**config.mk**
```make
export PLATFORM = sky130hd
export DESIGN_NAME = multicycle_ctrl
export DESIGN_NICKNAME = d
export VERILOG_FILES = /design/src/rtl/multicycle_ctrl_pkg.sv /design/src/rtl/multicycle_ctrl_decoder.sv /design/src/rtl/multicycle_ctrl.sv
export SDC_FILE = /design/constraint.sdc
export NUM_CORES = 1
export LEC_CHECK = 0
export CORE_ASPECT_RATIO = 0.75
export CORE_MARGIN = 4
export CORE_UTILIZATION = 45
export DETAILED_ROUTE_END_ITERATION = 12
export PLACE_DENSITY = 0.88
export RECOVER_POWER = 50
export SLEW_MARGIN = 20
export SYNTH_ARGS = -nofsm -noshare
export SYNTH_HDL_FRONTEND = slang
export SYNTH_SLANG_ARGS = --single-unit
```
**constraint.sdc**
```tcl
create_clock -name clk -period 1.75 [get_ports clk]
set_input_delay 0.35 -clock clk [delete_from_list [all_inputs] [get_ports clk]]
set_output_delay 0.35 -clock clk [all_outputs]
set_load 0.1 [all_outputs]
```
**src/rtl/multicycle_ctrl_pkg.sv**
```systemverilog
// Shared encodings for the multi-cycle RV32I sequencer: states, opcodes,
// datapath select codes and the ALU-op helper used by the field decoder.
package multicycle_ctrl_pkg;

  typedef enum logic [2:0] {
    ST_BOOT   = 3'd0,
    ST_FETCH  = 3'd1,
    ST_DECODE = 3'd2,
    ST_EXEC   = 3'd3,
    ST_MEM    = 3'd4,
    ST_WB     = 3'd5,
    ST_HALT   = 3'd6
  } state_t;

  localparam logic [6:0] OPC_R      = 7'b0110011;
  localparam logic [6:0] OPC_IALU   = 7'b0010011;
  localparam logic [6:0] OPC_LOAD   = 7'b0000011;
  localparam logic [6:0] OPC_STORE  = 7'b0100011;
  localparam logic [6:0] OPC_BRANCH = 7'b1100011;
  localparam logic [6:0] OPC_JAL    = 7'b1101111;
  localparam logic [6:0] OPC_JALR   = 7'b1100111;
  localparam logic [6:0] OPC_LUI    = 7'b0110111;
  localparam logic [6:0] OPC_AUIPC  = 7'b0010111;

  localparam logic [31:0] EBREAK_INST = 32'h0010_0073;

  typedef enum logic [3:0] {
    OP_R, OP_IALU, OP_LOAD, OP_STORE, OP_BRANCH,
    OP_JAL, OP_JALR, OP_LUI, OP_AUIPC, OP_ILL
  } op_class_t;

  typedef enum logic [2:0] {
    IMM_I = 3'd0,
    IMM_S = 3'd1,
    IMM_B = 3'd2,
    IMM_U = 3'd3,
    IMM_J = 3'd4
  } imm_sel_t;

  typedef enum logic [3:0] {
    ALU_ADD   = 4'd0,
    ALU_SUB   = 4'd1,
    ALU_SLL   = 4'd2,
    ALU_SLT   = 4'd3,
    ALU_SLTU  = 4'd4,
    ALU_XOR   = 4'd5,
    ALU_SRL   = 4'd6,
    ALU_SRA   = 4'd7,
    ALU_OR    = 4'd8,
    ALU_AND   = 4'd9,
    ALU_PASSB = 4'd10
  } alu_sel_t;

  typedef enum logic [1:0] {
    WB_MEM = 2'd0,
    WB_ALU = 2'd1,
    WB_PC4 = 2'd2
  } wb_sel_t;

  // inst[30] picks SRA for both R and I forms, but SUB only for R-type
  function automatic alu_sel_t alu_op(input logic [2:0] f3, input logic alt,
                                      input logic is_reg);
    case (f3)
      3'b000:  return (alt && is_reg) ? ALU_SUB : ALU_ADD;
      3'b001:  return ALU_SLL;
      3'b010:  return ALU_SLT;
      3'b011:  return ALU_SLTU;
      3'b100:  return ALU_XOR;
      3'b101:  return alt ? ALU_SRA : ALU_SRL;
      3'b110:  return ALU_OR;
      default: return ALU_AND;
    endcase
  endfunction

endpackage

```
**src/rtl/multicycle_ctrl_decoder.sv**
```systemverilog
// Combinational decode of the registered instruction into datapath select
// fields, an opcode class, and legality / EBREAK flags.
module inst_field_decoder
  import multicycle_ctrl_pkg::*;
(
  input  logic [31:0] inst,
  output logic [2:0]  immSel,
  output logic [3:0]  ALUSel,
  output logic        Asel,
  output logic        Bsel,
  output logic [1:0]  WBSel,
  output logic        BrUn,
  output op_class_t   op_class,
  output logic        legal,
  output logic        is_ebreak
);

  logic [6:0] opcode;
  logic [2:0] funct3;

  assign opcode = inst[6:0];
  assign funct3 = inst[14:12];

  always_comb begin
    op_class = OP_ILL;
    immSel   = IMM_I;
    ALUSel   = ALU_ADD;
    Asel     = 1'b0;
    Bsel     = 1'b1;
    WBSel    = WB_ALU;
    BrUn     = 1'b0;
    case (opcode)
      OPC_R: begin
        op_class = OP_R;
        Bsel     = 1'b0;
        ALUSel   = alu_op(funct3, inst[30], 1'b1);
      end
      OPC_IALU: begin
        op_class = OP_IALU;
        ALUSel   = alu_op(funct3, inst[30], 1'b0);
      end
      OPC_LOAD: begin
        op_class = OP_LOAD;
        WBSel    = WB_MEM;
      end
      OPC_STORE: begin
        op_class = OP_STORE;
        immSel   = IMM_S;
      end
      OPC_BRANCH: begin
        op_class = OP_BRANCH;
        immSel   = IMM_B;
        Asel     = 1'b1;
        BrUn     = funct3[1];
      end
      OPC_JAL: begin
        op_class = OP_JAL;
        immSel   = IMM_J;
        Asel     = 1'b1;
        WBSel    = WB_PC4;
      end
      OPC_JALR: begin
        op_class = OP_JALR;
        WBSel    = WB_PC4;
      end
      OPC_LUI: begin
        op_class = OP_LUI;
        immSel   = IMM_U;
        ALUSel   = ALU_PASSB;
      end
      OPC_AUIPC: begin
        op_class = OP_AUIPC;
        immSel   = IMM_U;
        Asel     = 1'b1;
      end
      default: ;
    endcase
  end

  assign is_ebreak = (inst == EBREAK_INST);
  assign legal     = (op_class != OP_ILL) &&
                     !((op_class == OP_BRANCH) && (funct3[2:1] == 2'b01));

endmodule

```
**src/rtl/multicycle_ctrl.sv**
```systemverilog
// Multi-cycle sequencer for the RV32I datapath with a single shared memory
// port; halts on EBREAK, illegal instruction or memory timeout.
module multicycle_ctrl
  import multicycle_ctrl_pkg::*;
#(
  parameter int unsigned TIMEOUT = 64,
  parameter int unsigned CNT_W   = 32
) (
  input  logic             clk,
  input  logic             rst_n,
  input  logic [31:0]      inst,
  input  logic             BrEq,
  input  logic             BrLt,
  input  logic             mem_ready,
  output logic             mem_req,
  output logic             mem_we,
  output logic             mem_isfetch,
  output logic             IRWEn,
  output logic             PCWEn,
  output logic             PCSel,
  output logic             RegWEn,
  output logic [2:0]       immSel,
  output logic             BrUn,
  output logic             Asel,
  output logic             Bsel,
  output logic [3:0]       ALUSel,
  output logic [1:0]       WBSel,
  output logic [2:0]       state,
  output logic             halt,
  output logic             illegal,
  output logic             bus_err,
  output logic [CNT_W-1:0] instret
);

  state_t      st;
  logic [31:0] wcnt;
  logic        timed_out;
  logic        taken;
  logic        sel_en;

  logic [2:0]  d_immSel;
  logic [3:0]  d_ALUSel;
  logic        d_Asel;
  logic        d_Bsel;
  logic [1:0]  d_WBSel;
  logic        d_BrUn;
  op_class_t   d_op;
  logic        d_legal;
  logic        d_ebreak;

  inst_field_decoder u_dec (
    .inst      (inst),
    .immSel    (d_immSel),
    .ALUSel    (d_ALUSel),
    .Asel      (d_Asel),
    .Bsel      (d_Bsel),
    .WBSel     (d_WBSel),
    .BrUn      (d_BrUn),
    .op_class  (d_op),
    .legal     (d_legal),
    .is_ebreak (d_ebreak)
  );

  assign state = st;

  // wcnt holds completed stall cycles; the stall that would bring it to
  // TIMEOUT halts instead, so a ready in that same cycle still completes.
  assign timed_out = (TIMEOUT != 0) && mem_req && !mem_ready &&
                     (wcnt == TIMEOUT - 1);

  always_comb begin
    taken = 1'b0;
    case (inst[14:12])
      3'b000:         taken = BrEq;
      3'b001:         taken = !BrEq;
      3'b100, 3'b110: taken = BrLt;
      3'b101, 3'b111: taken = !BrLt;
      default:        taken = 1'b0;
    endcase
  end

  always_comb begin
    mem_req     = 1'b0;
    mem_we      = 1'b0;
    mem_isfetch = 1'b0;
    IRWEn       = 1'b0;
    PCWEn       = 1'b0;
    PCSel       = 1'b0;
    RegWEn      = 1'b0;
    case (st)
      ST_FETCH: begin
        mem_req     = 1'b1;
        mem_isfetch = 1'b1;
        IRWEn       = mem_ready;
      end
      ST_EXEC: begin
        if (d_op == OP_BRANCH) begin
          PCWEn = 1'b1;
          PCSel = taken;
        end
      end
      ST_MEM: begin
        mem_req = 1'b1;
        mem_we  = (d_op == OP_STORE);
        PCWEn   = mem_ready && (d_op == OP_STORE);
      end
      ST_WB: begin
        RegWEn = 1'b1;
        PCWEn  = 1'b1;
        PCSel  = (d_op == OP_JAL) || (d_op == OP_JALR);
      end
      default: ;
    endcase
  end

  assign sel_en = (st != ST_BOOT) && (st != ST_HALT);
  assign immSel = sel_en ? d_immSel : '0;
  assign ALUSel = sel_en ? d_ALUSel : '0;
  assign Asel   = sel_en && d_Asel;
  assign Bsel   = sel_en && d_Bsel;
  assign WBSel  = sel_en ? d_WBSel : '0;
  assign BrUn   = sel_en && d_BrUn;

  always_ff @(posedge clk or negedge rst_n) begin
    if (!rst_n) begin
      st      <= ST_BOOT;
      wcnt    <= '0;
      instret <= '0;
      halt    <= 1'b0;
      illegal <= 1'b0;
      bus_err <= 1'b0;
    end else begin
      case (st)
        ST_BOOT: begin
          st   <= ST_FETCH;
          wcnt <= '0;
        end
        ST_FETCH: begin
          if (mem_ready) begin
            st <= ST_DECODE;
          end else if (timed_out) begin
            st      <= ST_HALT;
            halt    <= 1'b1;
            bus_err <= 1'b1;
          end else if (TIMEOUT != 0) begin
            wcnt <= wcnt + 32'd1;
          end
        end
        ST_DECODE: begin
          if (d_ebreak) begin
            st   <= ST_HALT;
            halt <= 1'b1;
          end else if (!d_legal) begin
            st      <= ST_HALT;
            halt    <= 1'b1;
            illegal <= 1'b1;
          end else begin
            st <= ST_EXEC;
          end
        end
        ST_EXEC: begin
          case (d_op)
            OP_BRANCH: begin
              st      <= ST_FETCH;
              wcnt    <= '0;
              instret <= instret + CNT_W'(1);
            end
            OP_LOAD, OP_STORE: begin
              st   <= ST_MEM;
              wcnt <= '0;
            end
            default: st <= ST_WB;
          endcase
        end
        ST_MEM: begin
          if (mem_ready) begin
            if (d_op == OP_STORE) begin
              st      <= ST_FETCH;
              wcnt    <= '0;
              instret <= instret + CNT_W'(1);
            end else begin
              st <= ST_WB;
            end
          end else if (timed_out) begin
            st      <= ST_HALT;
            halt    <= 1'b1;
            bus_err <= 1'b1;
          end else if (TIMEOUT != 0) begin
            wcnt <= wcnt + 32'd1;
          end
        end
        ST_WB: begin
          st      <= ST_FETCH;
          wcnt    <= '0;
          instret <= instret + CNT_W'(1);
        end
        ST_HALT: ;
        default: st <= ST_HALT;
      endcase
    end
  end

endmodule
```
==> results of run 1 <==
## stage by stage
stage	TNS, ps	instances	area, um2	util [%]	hold slack (ps)
after floorplan	-58780	459	4650	-	54.4
after global placement	-41290	760	7030	78.1	294
after detailed placement	-51480	760	7030	78.1	308
after CTS	-24600	803	8330	92.5	472
## synth_stat cells, types with 2 or more instances
cell and number:
o21ai_0 11, nand4_1 13, inv_1 15, nand3_1 27
clkbuf_1 7, and2b_1 2, or2_2 3, nor3_2 3
xnor2_1 38, o41ai_1 2, xor2_1 23, nand3b_1 3
dfrtp_1 70, buf_2 9, mux2_2 2, nand2_1 34
or3_1 3, a31o_2 2, nand2b_1 7, nor4_2 4
nor2_1 52, ha_1 2, buf_6 4, nor3_1 35
a21oi_1 15, nor2b_1 3, nor3b_1 6, o21a_1 3
buf_4 2, and2_1 4, and3_1 6, nor4_1 17
a31oi_1 5
## kinds of logic after synthesis
kind of cell	Yosys count	synth area share [%]
flops	70	42.2
fa+ha+maj	2	0.603
simple gates	236	31.4
compound gates	50	7.72
mux	2	0.543
xor+xnor	61	12.9
buf+inv	38	4.62
## repair_timing
action,CTS
gates cloned,4
hold buffers,1
buffers inserted,24
pin swaps,46
hold endpoints to repair,15
resized for setup,157
endpoints found under the setup margin,89
==> summary.md, run 1 <==
| Metric | Value |
|---|---|
| Status | stopped before the end |
| Stopped at | global routing |
| Run Error | [ERROR DPL-0038] Utilization greater than 100%, impossible to legalize |
| Async S/R FF share, synth | 100% |
| Post-DP HPWL | 11500 um |
| Post-place setup slack | -817 ps |
| Buffers added on ports | 93 |
| Ports | 94 |
| Post-synth EDFFs | 0 |
| Mapped cell area | 0.00415 mm2 |
| Cell taking the most area after synthesis | dfrtp_1 |
| Synth Flop Type | dfrtp_1 |
| Clk sinks | 70 |
| Synthesized flop and latch total | 70 |
| Htree depth | 3 |
| Leading post-synthesis cells by cell area | dfrtp_1, xnor2_1, xor2_1 |
| Die Y | 91.1 um |
| Total CTS buffers | 9 |
| Die span in x | 119 um |
| Post-GRT worst EP | wcnt[13]$_DFFE_PN0P_/D |
| Largest net degree at the start of global routing | 43 |
| Top-area cell type share of the netlist area | 42.2% |
| Seq/Total Area, Yosys | 42.2% |
| Mapped Cells | 459 |
| Row count | 30 |
| Clk root buf | clkbuf_16 |
| Unique cell type count in the Yosys netlist | 60 |
| Mean Syn Cell Area | 9.04 um2 |
| WEP type | register input |
| Yosys Warn Count | 0 |
| Clk buf depth | 2 |
| Starting density of the core | 46.0% |
| Gpl congestion | 0.869 |
| Syn nets | 498 |
==> inputs of run 2 (changes only) <==
--- a/config.mk
+++ b/config.mk
@@ -5,11 +5,10 @@
 export SDC_FILE = /design/constraint.sdc
 export NUM_CORES = 1
 export LEC_CHECK = 0
-export CORE_ASPECT_RATIO = 0.75
 export CORE_MARGIN = 4
-export CORE_UTILIZATION = 45
+export CORE_UTILIZATION = 30
 export DETAILED_ROUTE_END_ITERATION = 12
-export PLACE_DENSITY = 0.88
+export PLACE_DENSITY_LB_ADDON = 0.15
 export RECOVER_POWER = 50
 export SLEW_MARGIN = 20
 export SYNTH_ARGS = -nofsm -noshare
==> constraint.sdc (replaced) <==
create_clock -name clk -period 2.3 [get_ports clk]
set_input_delay 0.46 -clock clk [delete_from_list [all_inputs] [get_ports clk]]
set_output_delay 0.46 -clock clk [all_outputs]
set_load 0.1 [all_outputs]
==> run 2 against run 1 <==
The flow now finishes without violations; synthesized cell count is the same; area after synthesis is the same.
==> summary.md, run 2 <==
| Metric | Value |
|---|---|
| Layout Skew | 6.93 ps |
| Tot Pwr | 6.51 mW |
| Leak | 2.82 nW |
| Final Net Count | 645 |
| Cell taking the most area after synthesis | dfrtp_1 |
| Htree depth | 3 |
| Crit path capture type | primary output |
| Clock power share | 23.7% |
| Clk buf depth | 2 |
| Die span in x | 126 um |
| Area Growth Syn to Fin | 59.7% |
| Die Y | 126 um |
| Critical R2R Launch | state[2] |
| Switching share of power | 45.6% |
| Most frequent cell after synthesis | dfrtp_1 |
| Total gr overflow | 0 |
| Die ar. | 0.0158 mm2 |
| Mapped cell area | 0.00415 mm2 |
| Reg2reg end | wcnt[22] |
| Main combinational cell family by area after synthesis | simple AND/OR/NAND/NOR gates |
| Clk root buf | clkbuf_16 |
| Most common cell after layout, fill and taps aside | buf_4 |
| Syn nets | 498 |
| Seq/Total Area, Yosys | 42.2% |
| Vias in the first global route | 3999 |
| Cell Pwr Density | 982 mW/mm2 |
| RSZ-0062 raised after global routing | yes |
| Most frequent cells in the layout | buf_4, dfrtp_1, nor2_1 |
| Mux share of post-synthesis cell area | 0.543% |
| Mapped Cells | 459 |
| Top-area cell type share of the netlist area | 42.2% |
| Worst reg-to-reg path cell count | 8 |
| Worst R2R Setup Slack | 220 ps |
| Final WS setup | 42.1 ps |
| Critical path peak fanout | 3 |
| Fill cell total of the finished layout | 1249 |
| Arrival @ worst endpoint | 1800 ps |
| # diodes | 0 |
| Row count | 42 |
| Wirelength, routed | 11700 um |
| Leading post-synthesis cells by cell area | dfrtp_1, xnor2_1, xor2_1 |
| XOR/XNOR share of the synthesized area | 12.9% |
| Unique cell type count in the Yosys netlist | 60 |
| Post-place setup slack | -310 ps |
| Ports | 94 |
| TritonCTS clock tree | yes |
| Yosys Warn Count | 0 |
| Startpoint Class | input port |
| Internal power | 3.54 mW |
| Final setup fails | 0 |
| Final Cycle Share | 98.2% |
| Final Critical Period | 2260 ps |
| Core area | 0.0134 mm2 |
| Seq pwr share | 23.9% |
| Switching power | 2.96 mW |
| 1st-pass router iterations | 4 |
| Logic pwr share | 52.4% |
| Largest net degree at the start of global routing | 35 |
| Vias per inst | 4.94 |
| Buffers added on ports | 93 |
| Post-DP HPWL | 8590 um |
| Final Max Slew Viols | 0 |
| Routed Antenna Nets | 0 |
| Total CTS buffers | 9 |
| Total global-route track usage | 15.2% |
| Clk sinks | 70 |
| Rel. slew slack | 48.4% |
| Ranking of synthesized cells by instance count | dfrtp_1, nor2_1, xnor2_1 |
| Worst-Margin Slew | 774 ps |
| Worst Hold Class | input port to async pin |
| Layout cells sized above 1 | 40.3% |
| Starting density of the core | 31.0% |
| First-pass GRT wire length | 19900 um |
| WL/cell | 14.8 um |
| Clock Latency Late Sink | 330 ps |
| Post-CTS Hold Fix Bufs | 0 |
| Synth Area in Adders | 0.603% |
| Simple-gate portion of the synthesized area | 31.4% |
| Gpl congestion | 0.820 |
| Max-cap violations | 0 |
| Status | finished clean |
| Worst-path clk slew | 60 ps |
| Async S/R FF share, synth | 100% |
| VDD IR max | 0.866 mV |
| DRC viols | 0 |
| CP Data Required Time | 1840 ps |
| Post-synth EDFFs | 0 |
| DRT iter0 DRCs | 213 |
| Final Hold Vio Count | 0 |
| CP Class | input port to primary output |
| Fmax | 0.443 GHz |
| Mean Syn Cell Area | 9.04 um2 |
| Synthesized flop and latch total | 70 |
| Synth Flop Type | dfrtp_1 |
| Initial antenna violation count | 0 |
| Synth Area in Compound Gates | 7.72% |
| Detailed-route via count | 3891 |
## run 2: cell counts after synthesis
Identical to the previous run, type by type.
## run 2: metal layers
metal	wire (um)	global-route usage [%]	share of wire (%)
met2	5610	24.7	48
met1	5410	20.5	46
met5	0	0	0
met4	123	3.70	1.1
met3	539	3.88	4.6
## run 2: area by class of cell
type / count / area [um2] / share of cell area (%)
multi-input combinational: 351 / 2720 / 41.0
sequential: 70 / 1790 / 27.0
timing repair buffer: 159 / 1500 / 22.7
clock buffer: 11 / 253 / 3.81
tap: 176 / 220 / 3.32
clock inverter: 5 / 81.3 / 1.23
inverter: 15 / 60.1 / 0.907
## run 2: power groups by stage
stage | logic, mW | clock network [mW] | registers [mW]
after detailed placement | 3.27 | 0 | 1.62
after global routing | 3.61 | 1.64 | 1.58
final | 3.41 | 1.54 | 1.55
after global placement | 3.26 | 0 | 1.61
after floorplan | 1.86 | 0 | 2.08
after CTS | 3.36 | 1.60 | 1.56
## run 2: how the worst max path moves through the flow
stage	startpoint	endpoint	slack [ps]
after global routing	state[2]	Asel	-10
after floorplan	state[1]	Asel	-650
after CTS	state[2]	BrUn	3
after global placement	inst[2]	ALUSel[1]	-270
after detailed placement	inst[2]	ALUSel[1]	-310
final	inst[4]	Asel	40
## run 2: timing repair
action	CTS	global route
buffers inserted	7	4
setup endpoints to repair	15	17
pin swaps	15	9
gates resized for setup	34	17
## run 2: cells by family (layout without fill, tap and decap cells)
group | after synthesis | count (layout)
compound gates | 50 | 50
xor+xnor | 61 | 61
fa+ha+maj | 2 | 2
buf+inv | 38 | 190
flops | 70 | 70
mux | 2 | 2
simple gates | 236 | 236
## run 2: worst max-delay path, stage by stage
cell	delay, ps
clkdlybuf4s15_1	260
nand2b_4	190
or3_4	340
nor2_4	100
and2_4	150
o21bai_4	120
buf_12	190
## run 2: per-stage QoR
| step | std cells | utilization [%] | TNS, ps | instance area [um2] | hold WS, ps |
|---|---|---|---|---|---|
| after floorplan | 459 | - | -14980 | 4650 | 164 |
| after global placement | 760 | 46.1 | -9520 | 6180 | 448 |
| final | 787 | 49.4 | 0 | 6630 | 206 |
| after CTS | 783 | 49.6 | 0 | 6640 | 227 |
| after detailed placement | 760 | 46.1 | -11420 | 6180 | 448 |
| after global routing | 787 | 49.4 | -21.0 | 6630 | 260 |
Power figures use the tool's default switching activity.
==> inputs of run 3 (changes only) <==
--- a/config.mk
+++ b/config.mk
@@ -8,6 +8,7 @@
 export CORE_MARGIN = 4
 export CORE_UTILIZATION = 30
 export DETAILED_ROUTE_END_ITERATION = 12
+export DONT_BUFFER_PORTS = 1
 export PLACE_DENSITY_LB_ADDON = 0.15
 export RECOVER_POWER = 50
 export SLEW_MARGIN = 20
==> run 3 against run 2 <==
Sequential cell count stayed put; sequential share of layout area grew 4.1 points; fmax up 1.1%; first-iteration DRC count shrank 42%; final area shrank 13%; clock-buffer cell count shrank 1; hold slack lost 200 ps; via count fell by 8.8%; sequential power is 3% lower; clock power shrank 5%.
==> summary.md, run 3 (synthesis gave the netlist of run 2 again) <==
| Metric | Value |
|---|---|
| Status | finished clean |
| Post-DP HPWL | 8040 um |
| Final Critical Period | 2230 ps |
| CP Cell Sequence | buf_4 > nand3b_1 > buf_4 > clkinvlp_4 > a31o_4 > buf_12 |
| Vias per inst | 5.00 |
| Most frequent cells in the layout | dfrtp_1, nor2_1, xnor2_1, buf_4, nand2_1 |
| Switching power | 2.87 mW |
| DRC viols | 0 |
| Arrival @ worst endpoint | 1770 ps |
| Rel. slew slack | 39.2% |
| Worst Hold Class | input port to async pin |
| Core area | 0.0134 mm2 |
| Row count | 42 |
| WL/cell | 15.5 um |
| Crit path capture type | primary output |
| Fin area | 0.00576 mm2 |
| CP Class | flip-flop to primary output |
| Die span in x | 126 um |
| Buffers added on ports | 0 |
| Wirelength, routed | 11000 um |
| Ports | 94 |
| 1st-pass router iterations | 4 |
| Critical R2R Launch | state[1] |
| Clk sinks | 70 |
| Die Y | 126 um |
| Layout Skew | 5.77 ps |
| Initial antenna violation count | 0 |
| Area Growth Syn to Fin | 38.9% |
| Clock Latency Late Sink | 340 ps |
| Most common cell after layout, fill and taps aside | dfrtp_1 |
| CP max-delay cell | dfrtp_4 |
| Final Max Slew Viols | 0 |
| Clk root buf | clkbuf_16 |
| Die ar. | 0.0158 mm2 |
| Worst-path clk slew | 60 ps |
| VDD IR max | 0.626 mV |
| Total gr overflow | 0 |
| RSZ-0062 raised after global routing | no |
| WHS | 10.3 ps |
| Startpoint Class | flip-flop |
| # diodes | 0 |
| Layout cells sized above 1 | 34.9% |
| Most frequent CP cell | buf_4 |
| Placed Area | 0.00540 mm2 |
| Routed Antenna Nets | 0 |
| Critical path peak fanout | 6 |
| CP peak stage delay | 500 ps |
| Clk buf depth | 2 |
| Final Hold Vio Count | 0 |
| Gpl congestion | 0.785 |
| Final TNS setup | 0 ps |
| Total global-route track usage | 14.5% |
| Cell Pwr Density | 1060 mW/mm2 |
| Switching share of power | 47.0% |
| Detailed-route via count | 3548 |
| Vias in the first global route | 3502 |
| First-pass GRT wire length | 18600 um |
| Seq pwr share | 24.7% |
| CP Data Required Time | 1840 ps |
| Final Cycle Share | 97.1% |
| Starting density of the core | 31.0% |
| Total CTS buffers | 9 |
| Max-cap violations | 0 |
| Worst-Margin Slew | 913 ps |
| Fmax | 0.448 GHz |
| Largest net degree at the start of global routing | 71 |
| Internal power | 3.24 mW |
| Clock power share | 24.1% |
| Htree depth | 3 |
| Logic pwr share | 51.2% |
| TritonCTS clock tree | yes |
| Tot Pwr | 6.12 mW |
| Final setup fails | 0 |
| Critical path startpoint | state[0] |
| Final Net Count | 567 |
| Leak | 2.40 nW |
| DRT iter0 DRCs | 124 |
-- run 3: repair_timing --
item,in CTS,in global routing
endpoints found under the setup margin,3,9
pin swaps,1,4
buffers inserted,6,4
resized for setup,1,2
hold buffers,1,0
hold endpoints to repair,70,0
-- run 3: final timing paths --
kind | endpoint | slack [ps] | cells past startpoint
worst max-delay path | PCWEn | 70 | 6
worst min-delay path | instret[16] | 10 | 1
min in group clk | state[2] | 400 | 2
max in group asynchronous | state[0] | 1970 | 1
worst max register to register | instret[25] | 180 | 7
worst min register to register | instret[8] | 500 | 1
-- run 3: routing by layer --
| layer | GRT usage (%) | part of all wire, % | routed length (um) | up-vias |
|---|---|---|---|---|
| li1 | - | - | - | 1760 |
| met5 | 0 | 0 | 0 | - |
| met1 | 19.3 | 46 | 5050 | 1686 |
| met2 | 22.3 | 46 | 5040 | 90 |
| met4 | 4.66 | 1.3 | 138 | 0 |
| met3 | 4.73 | 6.9 | 755 | 12 |
-- run 3: through the flow --
stage          utilization [%]  worst slack (ps)  std cells
3_5_place_dp              40.3               117        682
6_report                  43.0              67.1        709
3_3_place_gp              40.3               179        682
2_1_floorplan                -              -646        459
5_1_grt                   43.0             0.815        709
4_1_cts                   43.2             -4.70        705
-- run 3: layout make-up --
type                    instances  area [um2]
multi-input cells             351        2630
clock buffers                  10         229
well taps                     176         220
clock inverters                 6        86.3
flip-flops and latches         70        1790
inverters                      15        60.1
fillers                      1292        7640
repair buffers                 81         748
-- run 3: power groups by stage --
stage / logic [mW] / clock network [mW] / registers [mW]
after global placement: 2.96 / 0 / 1.56
after CTS: 3.12 / 1.53 / 1.51
after detailed placement: 2.97 / 0 / 1.57
final: 3.13 / 1.47 / 1.51
after floorplan: 1.86 / 0 / 2.08
after global routing: 3.32 / 1.58 / 1.53
-- run 3: critical path, delay by kind of cell, from the launching register on --
| kind | cells | cell delay, ps |
|---|---|---|
| compound gates | 1 | 250 |
| buf+inv | 4 | 540 |
| flops | 1 | 500 |
| simple gates | 1 | 130 |
==> inputs of run 4 (changes only) <==
--- a/config.mk
+++ b/config.mk
@@ -11,6 +11,7 @@
 export DONT_BUFFER_PORTS = 1
 export PLACE_DENSITY_LB_ADDON = 0.15
 export RECOVER_POWER = 50
+export SKIP_CTS_REPAIR_TIMING = 1
 export SLEW_MARGIN = 20
 export SYNTH_ARGS = -nofsm -noshare
 export SYNTH_HDL_FRONTEND = slang
==> run 4 against run 3 <==
Worst setup slack got worse by 22 ps; sequential cell count is the same; combinational power about the same; sequential power hardly changed; clock-buffer cell count unchanged; first-iteration DRC count rose by 4.8%; via count up 1.0%; die area is the same.
==> summary.md, run 4 (synthesis gave the netlist of run 2 again) <==
| Metric | Value |
|---|---|
| CP Class | flip-flop to primary output |
| Final setup fails | 0 |
| # diodes | 0 |
| Leak | 2.39 nW |
| Wirelength, routed | 11000 um |
| Clock Latency Late Sink | 340 ps |
| Status | finished clean |
| Die ar. | 0.0158 mm2 |
| Cell Pwr Density | 1060 mW/mm2 |
| Detailed-route via count | 3584 |
| Worst R2R Setup Slack | 110 ps |
| Rel. slew slack | 39.2% |
| WL/cell | 15.5 um |
| Final Critical Period | 2250 ps |
| Clk sinks | 70 |
| Buffers added on ports | 0 |
| Clk root buf | clkbuf_16 |
| Final Max Slew Viols | 0 |
| First-pass GRT wire length | 18500 um |
| Total CTS buffers | 9 |
| Most common cell after layout, fill and taps aside | dfrtp_1 |
| Reg2reg end | wcnt[5] |
| Starting density of the core | 31.0% |
| Critical R2R Launch | state[2] |
| Crit path capture type | primary output |
| Layout Skew | 6.12 ps |
| Startpoint Class | flip-flop |
| Final Net Count | 567 |
| Core area | 0.0134 mm2 |
| Arrival @ worst endpoint | 1790 ps |
| Fin cells | 709 |
| CP Data Required Time | 1840 ps |
| CP peak stage delay | 510 ps |
| CP Cell Sequence | xor2_1 > nor2_2 > nor2_4 > and2_4 > o21bai_4 > buf_12 |
| DRC viols | 0 |
| Die Y | 126 um |
| Final Cycle Share | 98.0% |
| Worst-path clk slew | 60 ps |
| Htree depth | 3 |
| Die span in x | 126 um |
| Most frequent cells in the layout | dfrtp_1, nor2_1, xnor2_1 |
| Worst path bufs/invs | 1 |
| Worst-Margin Slew | 912 ps |
| Total global-route track usage | 14.4% |
| Placed cells | 682 |
| Cell family with most CP delay | flip-flops |
| Routed Antenna Nets | 0 |
| DRT iter0 DRCs | 130 |
| Clk buf depth | 2 |
| Final Hold Vio Count | 0 |
| RSZ-0062 raised after global routing | yes |
| Critical path peak fanout | 7 |
| VDD IR max | 0.631 mV |
| Initial antenna violation count | 0 |
| Total gr overflow | 0 |
| Area Growth Syn to Fin | 38.8% |
| Largest net degree at the start of global routing | 71 |
| CP max-delay cell | dfrtp_4 |
| Worst Hold Class | input port to async pin |
| Fmax | 0.444 GHz |
| Max-cap violations | 0 |
| Gpl congestion | 0.785 |
| Ports | 94 |
| Vias per inst | 5.06 |
| Layout cells sized above 1 | 34.9% |
| Worst reg-to-reg path cell count | 8 |
| TritonCTS clock tree | yes |
| 1st-pass router iterations | 4 |
| Vias in the first global route | 3492 |
| Post-DP HPWL | 8040 um |
| Row count | 42 |
| Final TNS setup | 0 ps |
run 4: routing by layer:
metal,wire (um),global-route usage [%]
met4,153,5.17
met2,4970,21.6
met5,0,0
met1,5080,19.4
met3,776,4.86
run 4: final cells by class:
class | instances | area [um2]
Inverter | 15 | 60.1
Sequential cell | 70 | 1790
Timing Repair Buffer | 81 | 746
Clock buffer | 10 | 229
Tap cell | 176 | 220
Multi-Input combinational cell | 351 | 2630
Clock inverter | 6 | 86.3
Fill cell | 1293 | 7640
run 4: worst max path at each step:
stage               slack [ps]  cells after the start  startpoint     to
floorplan                 -650                      7    state[1]   Asel
global placement           180                      6     inst[1]   Asel
detailed placement         120                      6     inst[1]   Asel
CTS                        -80                      5    state[1]  PCSel
global route                -8                      5    state[1]  PCSel
finish                      50                      6    state[1]   Asel
run 4: through the flow:
stage / cell area [um2] / util (%) / setup WS, ps / total power, mW / hold WS, ps
2_1_floorplan: 4650 / - / -646 / 3.94 / 164
3_3_place_gp: 5400 / 40.3 / 179 / 4.53 / 166
3_5_place_dp: 5400 / 40.3 / 117 / 4.54 / 166
4_1_cts: 5710 / 42.6 / -81.7 / 6.05 / -205
5_1_grt: 5760 / 43.0 / -8.21 / 6.42 / 10.8
6_report: 5760 / 43.0 / 45.4 / 6.10 / 4.24
run 4: report_power, final:
part | leakage [nW] | internal (mW) | total [mW] | switching, mW
logic | 1.35 | 0.907 | 3.11 | 2.20
registers | 0.894 | 1.37 | 1.52 | 0.145
clock network | 0.152 | 0.947 | 1.48 | 0.529
total | 2.39 | 3.23 | 6.10 | 2.88
==> RTL change 1: new RTL, settings of run 3 <==
Set the parameter `CNT_W` to 36 (it was 32).
--- a/src/rtl/multicycle_ctrl.sv
+++ b/src/rtl/multicycle_ctrl.sv
@@ -4,7 +4,7 @@
   import multicycle_ctrl_pkg::*;
 #(
   parameter int unsigned TIMEOUT = 64,
-  parameter int unsigned CNT_W   = 32
+  parameter int unsigned CNT_W   = 36
 ) (
   input  logic             clk,
   input  logic             rst_n,
Ports: changed (resized instret); port bits go from 94 to 98. No check against the original RTL was run, so the function may have changed too.
==> RTL change 1 against run 3 <==
- the flow now finishes with violations (capacitance limit, slew limit)
- count of clock-buffer cells in the layout decreased by 1
- critical path depth unchanged
- combinational power increased by 20%
- global-route usage increased by 0.76 points
- sequential cell count increased by 4
- setup slack got worse by 57 ps
- hold slack improved by 310 ps
- area after synthesis increased by 8.4%
- cell area increased by 10%
- wire length increased by 16%
- total power increased by 11%
- clock skew increased by 3.7 ps
- first-iteration DRC count increased by 41%
- die area increased by 7.8%
- critical path type is now input port to output port
- largest power group unchanged
- highest routed layer unchanged
==> RTL change 1: results (changes against run 3) <==
- The largest fanout on the critical path is 9 (+3).
- The via count of the first global-routing pass is 4143 (+18%).
- The area growth from synthesis to layout is 41.3%.
- The total instance count after detailed placement is 761 (+12%).
- The detailed-placement wirelength estimate is 9120 um (+13%).
- The final standard cell count with taps included and fillers excluded is 791 (+12%).
- The worst slack at placement is -69.6 ps (-187 ps).
- The setup clock skew after layout is 9.45 ps (+3.69 ps).
- The register with the most flip-flops in the layout has 36 of them.
- More flip-flops sit in one register than any other, and that register is instret.
- The number of buffers inserted during clock tree synthesis was 9 (unchanged).
- The number of nets in the finished design is 641 (+13%).
- The most critical setup path has its startpoint at inst[4].
- The clock period minus worst slack came to 2290 ps (+56.7 ps).
- The slew at the pin closest to its max-slew limit came to 1670 ps (+754 ps).
- The startpoint of the worst register-to-register path is state[1].
- The flow ran to the end, but the final reports show violations.
- The tree is rooted in a clkbuf_16.
- The checks that failed: capacitance limit, slew limit.
- The post-detailed-placement cell area is 5920 um^2 (+9.7%).
- By count the netlist is led by dfrtp_1, nand2_1, nor2_1.
- The clock latency of the later-clocked register in the worst-skew pair is ~350 ps.
- The length in cells of the worst reg-to-reg path is 7 (unchanged).
- The largest vdd supply drop was 0.000992 V (+58%).
- The final wirelength is 12700 um (+16%).
- The number of violations reported at the end of detailed-routing iteration 0 is 175 (+41%).
- By instance count, the leading cell after synthesis is dfrtp_1.
- The vias after detailed routing is 4257 (+20%).
- The last weighted congestion value of the routability-driven placer is 0.802 (+2.1%).
- The classification of the worst-slack hold path is input port to flip-flop.
- The signal arrival time at the worst endpoint was 1830 ps (+60 ps).
- The global-route usage over all layers was 15.3% (+0.76 points).
- The number of antenna violations at the first check in global routing came to 0 (unchanged).
- The worst register-to-register path ends at wcnt[27].
- The static power due to leakage came to 2.64 nW (+10%).
- The fraction of final layout cells sized beyond drive strength 1 came to 35.6% (+0.69 points).
- The worst-case hold path end point is state[1].
- The sequential cell area fraction in the yosys report is 41.2% (-1.0 points).
- By area the synthesized netlist is led by dfrtp_1, xor2_1, o31ai_1.
- The number of distinct standard cells referenced by the synthesized netlist is 56 (-6.7%).
- The per-instance average area after synthesis is 8.76 um^2 (-3.0%).
- The deepest level of the CTS H-tree is 3 (unchanged).
- The maximum count of clock buffers along a single path came to 2 (unchanged).
- The worst-case register-to-register setup slack is 130 ps (-50 ps).
- The fill cell total of the finished layout is 1422 (+10%).
- The worst slack on hold paths is 321 ps (+311 ps).
- The wire length of the first global-routing pass is 20800 um (+12%).
- The number of antenna repair diodes is 0 (unchanged).
- The count of final max-slew check failures came to 75 (+75).
- The reported max-cap violation count is 1 (+1).
- The largest net degree at the start of global routing is 75 (+5.6%).
- The worst hold path was traced through 2 stages.
- Following the worst setup path forward leads to its endpoint at Asel.
- The post-synth net total is 552 (+11%).
[RTL change 1: cell types whose count changed after synthesis, sizes merged, moves of 6 or more]
cell / before / now
o31ai: 1 / 22
inv: 15 / 9
o21ai: 11 / 42
nor2b: 3 / 11
clkbuf: 7 / 22
a21oi: 16 / 26
nor2: 53 / 34
nor3: 38 / 22
a31oi: 5 / 11
xnor2: 38 / 15
and4: 1 / 10
[RTL change 1: where the power goes]
group          leakage [nW]  total, W  internal (W)  switching, W
Clock                 0.146   0.00145      0.000850      0.000605
Combinational          1.53   0.00376       0.00129       0.00247
Sequential            0.971   0.00157       0.00144      0.000133
Total                  2.64   0.00679       0.00359       0.00320
[RTL change 1: logic make-up (layout without fill, tap and decap cells)]
family / Yosys count / in the layout / synth area share [%]
simple gates: 230 / 230 / 28.8
flops: 74 / 74 / 41.2
mux: 3 / 3 / 0.724
compound gates: 121 / 121 / 17.0
fa+ha+maj: 2 / 2 / 0.557
xor+xnor: 39 / 39 / 7.60
buf+inv: 44 / 138 / 4.09
[RTL change 1: routing by layer]
layer | part of all wire (%) | GRT usage, %
met1 | 45 | 19.7
met5 | 0 | 0
met2 | 47 | 24.1
met3 | 6.1 | 4.23
met4 | 2.0 | 6.47
[RTL change 1: cell type report]
cell class	instances	area share (%)
Clock inverter	7	1.22
Tap cell	184	3.63
Inverter	9	0.591
Timing Repair Buffer	113	16.1
Multi-Input combinational cell	395	45.0
Sequential cell	74	29.9
Clock buffer	9	3.55
[RTL change 1: worst max-delay path, cell delays in order]
cell and delay (ps):
or3_4 370, or3_4 360, buf_6 150, buf_6 110
a21oi_4 180, buf_12 190
[RTL change 1: what timing repair did]
item,CTS,global route
hold buffers,1,0
buffers inserted,9,4
pin swaps,6,6
setup endpoints to repair,6,24
resized for setup,5,15
hold endpoints to repair,74,0
==> RTL change 2: new RTL, flow settings as in run 3 <==
Made on the original files. Put one more register stage on the output `bus_err`, cleared by the reset. The value now appears one clock later. The other outputs are not delayed to match.
--- a/src/rtl/multicycle_ctrl.sv
+++ b/src/rtl/multicycle_ctrl.sv
@@ -32,6 +32,8 @@
   output logic [CNT_W-1:0] instret
 );
 
+  logic bus_err_s0;
+
   state_t      st;
   logic [31:0] wcnt;
   logic        timed_out;
@@ -128,7 +130,7 @@
       instret <= '0;
       halt    <= 1'b0;
       illegal <= 1'b0;
-      bus_err <= 1'b0;
+      bus_err_s0 <= 1'b0;
     end else begin
       case (st)
         ST_BOOT: begin
@@ -141,7 +143,7 @@
           end else if (timed_out) begin
             st      <= ST_HALT;
             halt    <= 1'b1;
-            bus_err <= 1'b1;
+            bus_err_s0 <= 1'b1;
           end else if (TIMEOUT != 0) begin
             wcnt <= wcnt + 32'd1;
           end
@@ -184,7 +186,7 @@
           end else if (timed_out) begin
             st      <= ST_HALT;
             halt    <= 1'b1;
-            bus_err <= 1'b1;
+            bus_err_s0 <= 1'b1;
           end else if (TIMEOUT != 0) begin
             wcnt <= wcnt + 32'd1;
           end
@@ -200,4 +202,12 @@
     end
   end
 
+  always_ff @(posedge clk or negedge rst_n) begin
+    if (!rst_n) begin
+      bus_err <= '0;
+    end else begin
+      bus_err <= bus_err_s0;
+    end
+  end
+
 endmodule
Check against the original RTL: same outputs for any inputs over 4 cycles, from zero or initial values and one cycle with rst_n low; that may be too few to reach the edited logic, so the function may still have changed.
==> RTL change 2 against run 3 <==
- the run now ends with capacitance limit, slew limit, setup timing left
- sequential cell count increased by 1
- register-to-register slack worse by 310 ps
- wire length rose by 24%
- die area rose by 2.1%
- cell area rose by 14%
- hold slack better by 370 ps
- area after synthesis increased by 2.2%
- count of clock-buffer cells in the layout shrank 1
- clock power shrank 5%
- setup slack got worse by 520 ps
- utilization is 4.1 points higher
- total power grew 13%
- critical path type unchanged
- largest cell class unchanged
- largest power group unchanged
==> RTL change 2: results (changes against run 3) <==
- The met3 global-route usage is 5.47% (+0.74 points).
- The mean number of vias per cell is 5.44 (+8.8%).
- The wire length on met1 is 5980 um (+19%).
- The number of distinct standard cells referenced by the synthesized netlist is 61 (+1.7%).
- The met1 capacity usage during global routing was 21.5% (+2.2 points).
- The post-synth net total is 522 (+4.8%).
- The count of final max-slew check failures is 72 (+72).
- The post-route worst setup slack is -455 ps (-522 ps).
- The final reports fail on capacitance limit, slew limit, setup timing.
- The final setup violation count is 26 (+26).
- The worst slack at placement is -163 ps (-280 ps).
- The detail-routed net length per standard cell is 17.2 um (+11%).
- The wire length of the first global-routing pass is 21500 um (+15%).
- The number of gates resized after CTS is 30 (+29).
- The amount of wire on met3 after detailed routing is 1000 um (+33%).
- The last weighted congestion value of the routability-driven placer came to 0.852 (+8.5%).
- The length of the first detailed-routing pass in iterations is 5 (+1).
- The flow ran to the end, but the final reports show violations.
- Sorting the synthesized cells by area gives the leading types as dfrtp_1, xor2_1, o21ai_0.
- The detailed-placement wirelength estimate is 9830 um (+22%).
- The largest net degree at the start of global routing was 72 (+1.4%).
- The worst slack on hold paths is 382 ps (+372 ps).
- The final standard cell count with taps included and fillers excluded was 790 (+11%).
- The fraction of final layout cells sized beyond drive strength 1 was 42.0% (+7.1 points).
- The static power due to leakage is 2.75 nW (+15%).
- The count of mapped cells out of synthesis is 483 (+5.2%).
- The met2 layer wire length in the routed design is 6430 um (+28%).
- Ranked by instance count, the synthesized netlist is headed by dfrtp_1, nand2_1, nor2_1.
- The largest vdd supply drop is 0.000853 V (+36%).
- The largest fanout on the critical path is 4 (-2).
- The total instance count after detailed placement was 747 (+9.5%).
- The global-route usage over all layers was 16.5% (+2.0 points).
- The length in cells of the worst reg-to-reg path is 10 (+3).
- The number of nets in the finished design is 644 (+14%).
- The post-detailed-placement cell area was 5710 um^2 (+5.8%).
- The total setup buffers inserted after CTS was 9 (+3).
- The reported max-cap violation count was 1 (+1).
- The worst-case register-to-register setup slack came to -130 ps (-310 ps).
==> RTL change 2: cell types whose count changed after synthesis, moves of 7 or more <==
| cell | change |
|---|---|
| nor2_1 | -13 |
| nor3_1 | -12 |
| nand4_1 | +9 |
| o31ai_1 | +11 |
| xnor2_1 | -22 |
| and3_1 | +7 |
| o21ai_0 | +23 |
==> RTL change 2: worst max-delay path by stage <==
stage                        start         to  slack, ps  cells past startpoint
after floorplan           state[1]  ALUSel[0]      -1050                      6
after global placement     inst[3]    wcnt[4]       -100                      7
after detailed placement   inst[3]    wcnt[4]       -160                      7
after CTS                 state[2]  ALUSel[0]       -450                      6
after global routing      state[2]  ALUSel[0]       -500                      6
final                     state[2]  ALUSel[0]       -460                      6
==> RTL change 2: logic make-up (layout without fill, tap and decap cells) <==
| logic type | Yosys count | after routing | synth area share, % |
|---|---|---|---|
| xor gates and xnor gates | 38 | 38 | 7.85 |
| adders and majority gates | 2 | 2 | 0.590 |
| DFF | 71 | 71 | 41.9 |
| AOI/OAI and AO/OA | 104 | 104 | 16.2 |
| buffers and inverters | 37 | 164 | 4.10 |
| and+or+nand+nor | 229 | 229 | 28.8 |
| muxes | 2 | 2 | 0.502 |
==> RTL change 2: final cells by class <==
class                   instances  area share (%)
repair buffers                137            19.9
flip-flops and latches         71            27.9
clock inverters                 7            1.11
clock buffers                   9            3.44
well taps                     180            3.44
inverters                      11           0.689
multi-input cells             375            43.6
==> RTL change 2: worst max-delay path: stages (launching register included) <==
cell	delay, ps
dfrtp_4	480
xor2_1	180
nor2_2	60
or3_4	330
or3_4	390
a2111oi_4	290
buf_12	220
==> RTL change 2: report_power, final <==
group	switching, W	internal (W)
Combinational	0.00250	0.00150
Clock	0.000565	0.000840
Sequential	0.000151	0.00138
